File: config.mk
export PLATFORM = sky130hd
export DESIGN_NAME = isa_pnp_key_watcher
export DESIGN_NICKNAME = d
export VERILOG_FILES = /design/src/rtl/isa_pnp_key_watcher.sv
export SDC_FILE = /design/constraint.sdc
export NUM_CORES = 1
export LEC_CHECK = 0
export ABC_AREA = 1
export BUFFER_PORTS_ARGS = -buffer_cell sky130_fd_sc_hd__buf_2
export CORE_MARGIN = 3
export CORE_UTILIZATION = 35
export DETAILED_ROUTE_END_ITERATION = 6
export GPL_ROUTABILITY_DRIVEN = 1
export MAX_ROUTING_LAYER = met4
export SKIP_LAST_GASP = 1
export SLEW_MARGIN = 20
export SYNTH_ARGS = -nofsm -noshare
export SYNTH_HDL_FRONTEND = slang
export SYNTH_SLANG_ARGS = --single-unit
File: constraint.sdc
create_clock -name clk -period 1.7 [get_ports clk]
set_input_delay 0.34 -clock clk [delete_from_list [all_inputs] [get_ports clk]]
set_output_delay 0.34 -clock clk [all_outputs]
set_load 0.1 [all_outputs]
File: src/rtl/isa_pnp_key_watcher.sv
// ISA PnP initiation-key watcher: synchronises IOW#/AEN, tracks the LFSR key
// written to the PnP address port and drives PnP configuration vs legacy mode.
module isa_pnp_key_watcher #(
  parameter int                ADDR_W           = 10,
  parameter logic [ADDR_W-1:0] KEY_PORT         = ADDR_W'(12'h279),
  parameter int                KEY_LEN          = 32,
  parameter logic [7:0]        LFSR_SEED        = 8'h6A,
  parameter bit                REQUIRE_PREAMBLE = 1'b1,
  parameter int                TIMEOUT_CYCLES   = 50000,
  parameter int                SYNC_STAGES      = 2
) (
  input  logic              clk,
  input  logic              rst_n,
  input  logic [ADDR_W-1:0] isa_addr,
  input  logic [7:0]        isa_data,
  input  logic              isa_iow_n,
  input  logic              isa_aen,
  input  logic              sniffer_enable,
  input  logic              force_legacy,
  input  logic              return_to_wfk,
  output logic              key_detected,
  output logic              config_mode,
  output logic              legacy_mode,
  output logic [7:0]        match_count,
  output logic              key_abort
);

  typedef enum logic [2:0] {
    WAIT_KEY = 3'd0,
    PRE0     = 3'd1,
    ARMED    = 3'd2,
    MATCH    = 3'd3,
    CONFIG   = 3'd4
  } state_t;

  // The timer only has to reach TIMEOUT_CYCLES-1 before it saturates.
  localparam int              TW        = (TIMEOUT_CYCLES > 1) ? $clog2(TIMEOUT_CYCLES) : 1;
  localparam logic [TW-1:0]   TMO_LAST  = (TIMEOUT_CYCLES > 0) ? TW'(TIMEOUT_CYCLES - 1) : '0;
  localparam logic [7:0]      KEY_LEN_B = 8'(KEY_LEN);
  localparam bit              TMO_ON    = (TIMEOUT_CYCLES != 0);

  function automatic logic [7:0] lfsr_step(input logic [7:0] cur);
    return {cur[1] ^ cur[0], cur[7:1]};
  endfunction

  state_t                 state;
  logic [7:0]             lfsr;
  logic [TW-1:0]          timer;
  logic [SYNC_STAGES-1:0] iow_sync;
  logic [SYNC_STAGES-1:0] aen_sync;
  logic                   iow_prev;
  logic                   write_event;
  logic                   force_exit;
  logic                   partial_key;
  logic                   timeout_hit;
  logic                   data_zero;
  logic                   data_seed;

  always_ff @(posedge clk or negedge rst_n) begin
    if (!rst_n) begin
      iow_sync <= '1;
      aen_sync <= '0;
      iow_prev <= 1'b1;
    end else begin
      iow_sync <= {iow_sync[SYNC_STAGES-2:0], isa_iow_n};
      aen_sync <= {aen_sync[SYNC_STAGES-2:0], isa_aen};
      iow_prev <= iow_sync[SYNC_STAGES-1];
    end
  end

  // Address and data are deliberately sampled raw; they are stable long before IOW# is seen low.
  assign write_event = iow_prev & ~iow_sync[SYNC_STAGES-1] & ~aen_sync[SYNC_STAGES-1]
                     & (isa_addr == KEY_PORT);
  assign force_exit  = force_legacy | ~sniffer_enable | return_to_wfk;
  assign partial_key = (state == PRE0) || (state == ARMED) || (state == MATCH);
  assign timeout_hit = TMO_ON && partial_key && (timer == TMO_LAST);
  assign data_zero   = (isa_data == 8'h00);
  assign data_seed   = (isa_data == LFSR_SEED);

  always_ff @(posedge clk or negedge rst_n) begin
    if (!rst_n) begin
      timer <= '0;
    end else if (write_event || (state == WAIT_KEY) || (state == CONFIG)) begin
      timer <= '0;
    end else if (timer != '1) begin
      timer <= timer + TW'(1);
    end
  end

  always_ff @(posedge clk or negedge rst_n) begin
    if (!rst_n) begin
      state        <= WAIT_KEY;
      lfsr         <= LFSR_SEED;
      match_count  <= 8'd0;
      key_detected <= 1'b0;
      key_abort    <= 1'b0;
      config_mode  <= 1'b0;
      legacy_mode  <= 1'b1;
    end else begin
      key_detected <= 1'b0;
      key_abort    <= 1'b0;
      if (force_exit) begin
        state       <= WAIT_KEY;
        lfsr        <= LFSR_SEED;
        match_count <= 8'd0;
        key_abort   <= partial_key;
        config_mode <= 1'b0;
        legacy_mode <= 1'b1;
      end else if (write_event) begin
        case (state)
          WAIT_KEY: begin
            if (REQUIRE_PREAMBLE && data_zero) begin
              state <= PRE0;
            end else if (!REQUIRE_PREAMBLE && data_seed) begin
              state       <= MATCH;
              match_count <= 8'd1;
              lfsr        <= lfsr_step(LFSR_SEED);
            end
          end
          PRE0: begin
            if (data_zero) begin
              state <= ARMED;
              lfsr  <= LFSR_SEED;
            end else begin
              state <= WAIT_KEY;
            end
          end
          ARMED: begin
            if (data_seed) begin
              state       <= MATCH;
              match_count <= 8'd1;
              lfsr        <= lfsr_step(LFSR_SEED);
            end else if (!data_zero) begin
              state     <= WAIT_KEY;
              key_abort <= 1'b1;
            end
          end
          MATCH: begin
            if (isa_data == lfsr) begin
              match_count <= match_count + 8'd1;
              lfsr        <= lfsr_step(lfsr);
              if ((match_count + 8'd1) == KEY_LEN_B) begin
                state        <= CONFIG;
                key_detected <= 1'b1;
                config_mode  <= 1'b1;
                legacy_mode  <= 1'b0;
              end
            end else begin
              key_abort   <= 1'b1;
              match_count <= 8'd0;
              lfsr        <= LFSR_SEED;
              // A mismatching byte may itself be the start of a fresh attempt.
              if (REQUIRE_PREAMBLE && data_zero) begin
                state <= PRE0;
              end else if (!REQUIRE_PREAMBLE && data_seed) begin
                match_count <= 8'd1;
                lfsr        <= lfsr_step(LFSR_SEED);
              end else begin
                state <= WAIT_KEY;
              end
            end
          end
          CONFIG: begin
            state <= CONFIG;
          end
          default: begin
            state       <= WAIT_KEY;
            lfsr        <= LFSR_SEED;
            match_count <= 8'd0;
            config_mode <= 1'b0;
            legacy_mode <= 1'b1;
          end
        endcase
      end else if (timeout_hit) begin
        state       <= WAIT_KEY;
        lfsr        <= LFSR_SEED;
        match_count <= 8'd0;
        key_abort   <= 1'b1;
      end
    end
  end

endmodule

======== After elaboration in Yosys (flattened, before gate mapping) ========
Index checks and enable logic that the tools add are counted.
cells by class
  reduce and logical (&&, ||, !) cells .... 17
  multipliers ............................. 0
  shifts and indexed selects .............. 0
  bitwise gates (word level) .............. 9
  $lt $le $gt $ge ......................... 0
  $add $sub $neg .......................... 2
  equality and inequality tests ........... 20
  div/mod/pow operators ................... 0
  multiplexer cells ....................... 48
operators by type and width
  operator                                                                  number
  8-bit 2-to-1 mux                                                          11
  16-bit 2-to-1 mux                                                         2
  8-bit one-hot mux with 4 select lines                                     1
  3-bit 2-to-1 mux                                                          8
  8-bit one-hot mux with 3 select lines                                     1
  1-bit 2-to-1 mux                                                          20
  16-bit by 1-bit adder with 16-bit output (second input constant)          1
  16-bit == test (second input constant)                                    1
  16-bit inequality test (second input constant)                            1
  3-bit one-hot mux with 5 select lines                                     1
  3-bit by 2-bit inequality test with 1-bit output (second input constant)  4
  4-bit inequality test (second input constant)                             3
  4-bit AND reduction                                                       3
  10-bit == test (second input constant)                                    1
  8-bit by 1-bit adder with 8-bit output (second input constant)            1
  8-bit by 6-bit == test with 1-bit output (second input constant)          1
  8-bit by 7-bit == test with 1-bit output (second input constant)          1
  8-bit == test                                                             1
  8-bit zero test                                                           1
  3-bit by 2-bit == test with 1-bit output (second input constant)          2
  1-bit one-hot mux with 2 select lines                                     3
  5-bit by 4-bit inequality test with 1-bit output (second input constant)  1
  5-bit inequality test (second input constant)                             1
  1-bit logical OR                                                          4
  16 further kinds                                                          22
word-level totals
  output and inout port bits .............. 12
  register bits after elaboration ......... 44
  memory bits (read-only) ................. 0
  word-level logic and storage cells ...... 107
  memories ................................ 0
  input port bits ......................... 25
  RAM bits ................................ 0
  bits in latches ......................... 0

======== Logic depth before layout (Yosys ltp) ========
  word-level depth ........................ 7
  mapped depth ............................ 12
  gate-level depth less buffers ........... 12

======== Worst setup path after synthesis ========
OpenSTA, ideal clock, no wires.
  path kind ............................... register to register
  start ................................... register match_count[0]
  end ..................................... register state[0]
  buffers on the path ..................... 0
  library setup time ...................... 0.121 ns
  required time ........................... 1.579 ns
  data arrival time ....................... 2.132 ns
  stages on the path, launching flop included .. 10
  period minus slack after synthesis ...... 2.253 ns
  slack ................................... -0.553 ns
  cell sequence ........................... dfrtp_1 ha_1 nand3_1 xnor2_1 nor2_2 nand3_2 nand2_2 nand2_4 nand2_1 o21ai_1
between the ends
  longest elaborated chain between the ends .. 4
ends and longest elaborated chain
  what                                                        line  source
  from (decl)                                                 24    output logic [7:0] match_count,
  from (signal assigned)                                      140   match_count <= match_count + 8'd1;
  8-bit by 1-bit adder with 8-bit output                      142   if ((match_count + 8'd1) == KEY_LEN_B) begin
  8-bit by 6-bit == test with 1-bit output                    142
  5-bit by 4-bit inequality test with 1-bit output (no line)  -
  4-bit AND reduction (no line)                               -
  to (signal assigned)                                        143   state <= CONFIG;
  to (signal assigned)                                        154   state <= PRE0;
  to (signal assigned)                                        159   state <= WAIT_KEY;
  to (decl)                                                   46    state_t state;
No other way between the ends.
A chain may end at the register's enable or synchronous reset.

======== Final worst setup path ========
  start ................................... register match_count[0]
  end ..................................... register state[1]
The elaborated chain is that of the path after synthesis.

==> results.cfg <==
[worst_setup_path]
crit_path_top_delay_cell = dfrtp_4
cp-start-kind = flop
r2r_slack_ns = 0.08
crit_end = state[1]$_DFFE_PN0P_
cp.depth = 11
max_stage_delay_ns = 0.52
rr_worst_depth = 11
crit_buf_inv = 0
crit_type = reg -> reg
setup.worst_path.start = match_count[0]$_DFFE_PN0P_
path_cells = ha_4, nor2_4, nor2_2, nor2_1, nand2_1, nor2_2, nand3_2, nand2_2, nand2_4, nand2_1, o21ai_1
crit_family = simple AND/OR/NAND/NOR gates
cp_data_required_time_ns = 1.89
end_kind = flop
cp_max_fo = 7
r2r-end = state[1]$_DFFE_PN0P_
arrival_ns = 1.81
r2r_start = match_count[0]$_DFFE_PN0P_

[logic_synthesis]
seq_area_frac_synth_pct = 37.4
synth_compound_area_share_pct = 8.08
syn_inst = 389
synth_fa_ha_area_share_pct = 1.26
syn_avg_cell_area_um2 = 7.65
synth.net_count = 417
synth-simple-area-share_pct = 43.4
ys_async_sr_fraction_pct = 100
synth_top_family_by_area = simple AND/OR/NAND/NOR gates
synth_seq_cells = 44
synth_edf_count = 0
synth_common_cells = nand2_1, nor2_1, inv_1, dfrtp_1, nand3_1
synth_cell_type_count = 38
yosysWarnings = 0
synth.most_common_cell = nand2_1
synth_xor_area_share_pct = 2.65
yosys.area.top_type = dfrtp_1
synth_mux_area_share_pct = 0.379
yosys_most_used_dff = dfrtp_1
synth.area.top_cells = dfrtp_1, nand2_1, dfstp_2
synth_area_um2 = 2970
yosysTopAreaCellShare_pct = 30.3

[timing]
grt_setup_unrepaired = yes
relSlewSlack_pct = 67.6
worst_pin_slew_ns = 0.489
hold_viol = 0
final-setup-viol-count = 0
skew_ns = 0.00554
holdWs_ns = 0.139
fmax_mhz = 616
fin_crit_ns = 1.62
tns_ns = 0
slew_violations = 0
period_share_pct = 95.5

[clock_network]
clock_path_buffers = 2
cts.sinks = 44
h-tree-depth = 2
path_clk_slew_ns = 0.08
root_buffer = clkbuf_8
cts_tree = yes
clock_latency_ns = 0.29
cts_made_buffers = 5

[grt]
antenna_found_initial = 0
grt_util_all_layers_pct = 15.2
grt_pass1_wl_mm = 11.9
grt_max_degree = 22
grt_pass1_vias = 2633
grt_overflow_total = 0

[floorplan]
rows = 32
initial_core_util_pct = 37.3
die_x_um = 98.2
dieArea_um2 = 9640
io_pins = 37
coreArea_um2 = 7970
die_y_um = 98.2

[routing]
num_vias = 2601
viasPerCell = 4.76
routed_wl_mm = 6.77
drc = 0
avgRoutedWirePerCell_um = 12.4
drt_iter0_drc = 69
drtAntennaViolNets = 0
drt-pass1-iter-count = 6

[finish]
nets = 472
diodes = 0
nFillCells = 809
final_core_util_pct = 45.0
regArea_um2 = 1140
multi_input_area_um2 = 1740
drive_above_1_share_pct = 34.4
stdcell_count = 547
area_growth_pct = 20.6
postLayoutCellArea_um2 = 3590

[place]
place_inst = 537
port_buffers = 36
globalplace.congestion = 0.885
placed_cell_area_um2 = 3430
dpl.hpwl_mm = 5.46

[power_and_ir_drop]
irDropWorstVdd_v = 0.000361
leakage_uw = 0.00165
powerDensity_nw_per_um2 = 509

[run_status]
status = complete, no violations

[job]
maxCapViolations = 0

[worst_hold_path]
min_path_type = in -> reg
worst min path at each step:
stage | from | to | slack, ns | cells past startpoint
after CTS | isa_iow_n | iow_sync[0]$_DFF_PN1_ | 0.13 | 1
after global placement | rst_n | match_count[4]$_DFFE_PN0P_ | 0.24 | 1
after floorplan | rst_n | aen_sync[0]$_DFF_PN0_ | 0.04 | 0
final | isa_iow_n | iow_sync[0]$_DFF_PN1_ | 0.14 | 1
after detailed placement | rst_n | match_count[4]$_DFFE_PN0P_ | 0.24 | 1
after global routing | isa_iow_n | iow_sync[0]$_DFF_PN1_ | 0.13 | 1
metal layers:
layer | wire, um | share of wire [%] | track usage (%)
met5 | 0 | 0 | -
met4 | 95 | 1.4 | 3.05
met3 | 205 | 3.0 | 2.71
met2 | 3460 | 51 | 27.4
met1 | 3000 | 44 | 17.7
state kept, by name, summed over array words and instances, names as in the netlist:
name and count:
config_mode 1, state 3, key_detected 1, iow_prev 1
timer 16, aen_sync 2, legacy_mode 1, match_count 8
iow_sync 2, key_abort 1, lfsr 8
worst register-to-register path: stages, from the launching register on:
cell,delay (ns)
dfrtp_4,0.52
ha_4,0.20
nor2_4,0.07
nor2_2,0.04
nor2_1,0.09
nand2_1,0.06
nor2_2,0.12
nand3_2,0.11
nand2_2,0.11
nand2_4,0.08
nand2_1,0.06
o21ai_1,0.06
final cells by class:
type,instances,area share (%)
multi-input cells,292,48.5
flip-flops and latches,44,31.7
repair buffers,49,8.51
inverters,52,5.48
well taps,102,3.56
clock buffers,7,2.13
clock inverters,1,0.140
cells by family after synthesis:
logic type	Yosys count
AND/OR/NAND/NOR	235
buffers and inverters	53
AO/OA/AOI/OAI	44
flip-flops	44
XOR/XNOR	9
adder cells (fa/ha/maj)	3
multiplexers	1
through the flow:
stage	setup slack (ns)	total power, uW
3_5_place_dp	0.00652	1220
3_3_place_gp	-0.0180	1220
5_1_grt	-0.0277	1920
2_1_floorplan	0.000237	1140
4_1_cts	0.0519	1860
6_report	0.0772	1830
where the power goes:
part	leakage, uW	internal, uW	switching (uW)
combinational	0.00104	53.4	87.6
sequential	0.000567	1050	2.56
clock	0.0000422	289	340
total	0.00165	1400	430
layout by cell type (no fill, tap or decap), types with 2 or more instances in the layout:
cell type  count
nand2_1       95
nor2_1        39
inv_1         38
buf_2         36
dfrtp_1       28
nand3_1       23
nor2_2        16
o21ai_0       14
nor2_4        11
inv_2         11
buf_4         10
o21ai_1        9
a21oi_1        9
nand2_2        8
dfstp_2        8
nand3_2        7
nor3_1         7
nand4_1        6
nand2_4        6
dfrtp_4        6
nand3_4        5
xnor2_1        5
clkbuf_8       5
nor3_2         4
o21ai_2        3
xor2_1         3
a31oi_1        3
clkinv_2       2
nor3_4         2
nor2_8         2
clkinv_1       2
o22ai_1        2
clkbuf_1       2
dfrtp_2        2
buf_12         2
timing repair:
action	4_1_cts	5_1_grt
hold endpoints to repair	8	0
resized for setup	1	15
hold buffers	1	0
setup buffers	0	1
cloned	0	0
pin swaps	0	12
endpoints found under the setup margin	1	21
Note: power is estimated with default switching activity, not from simulation.
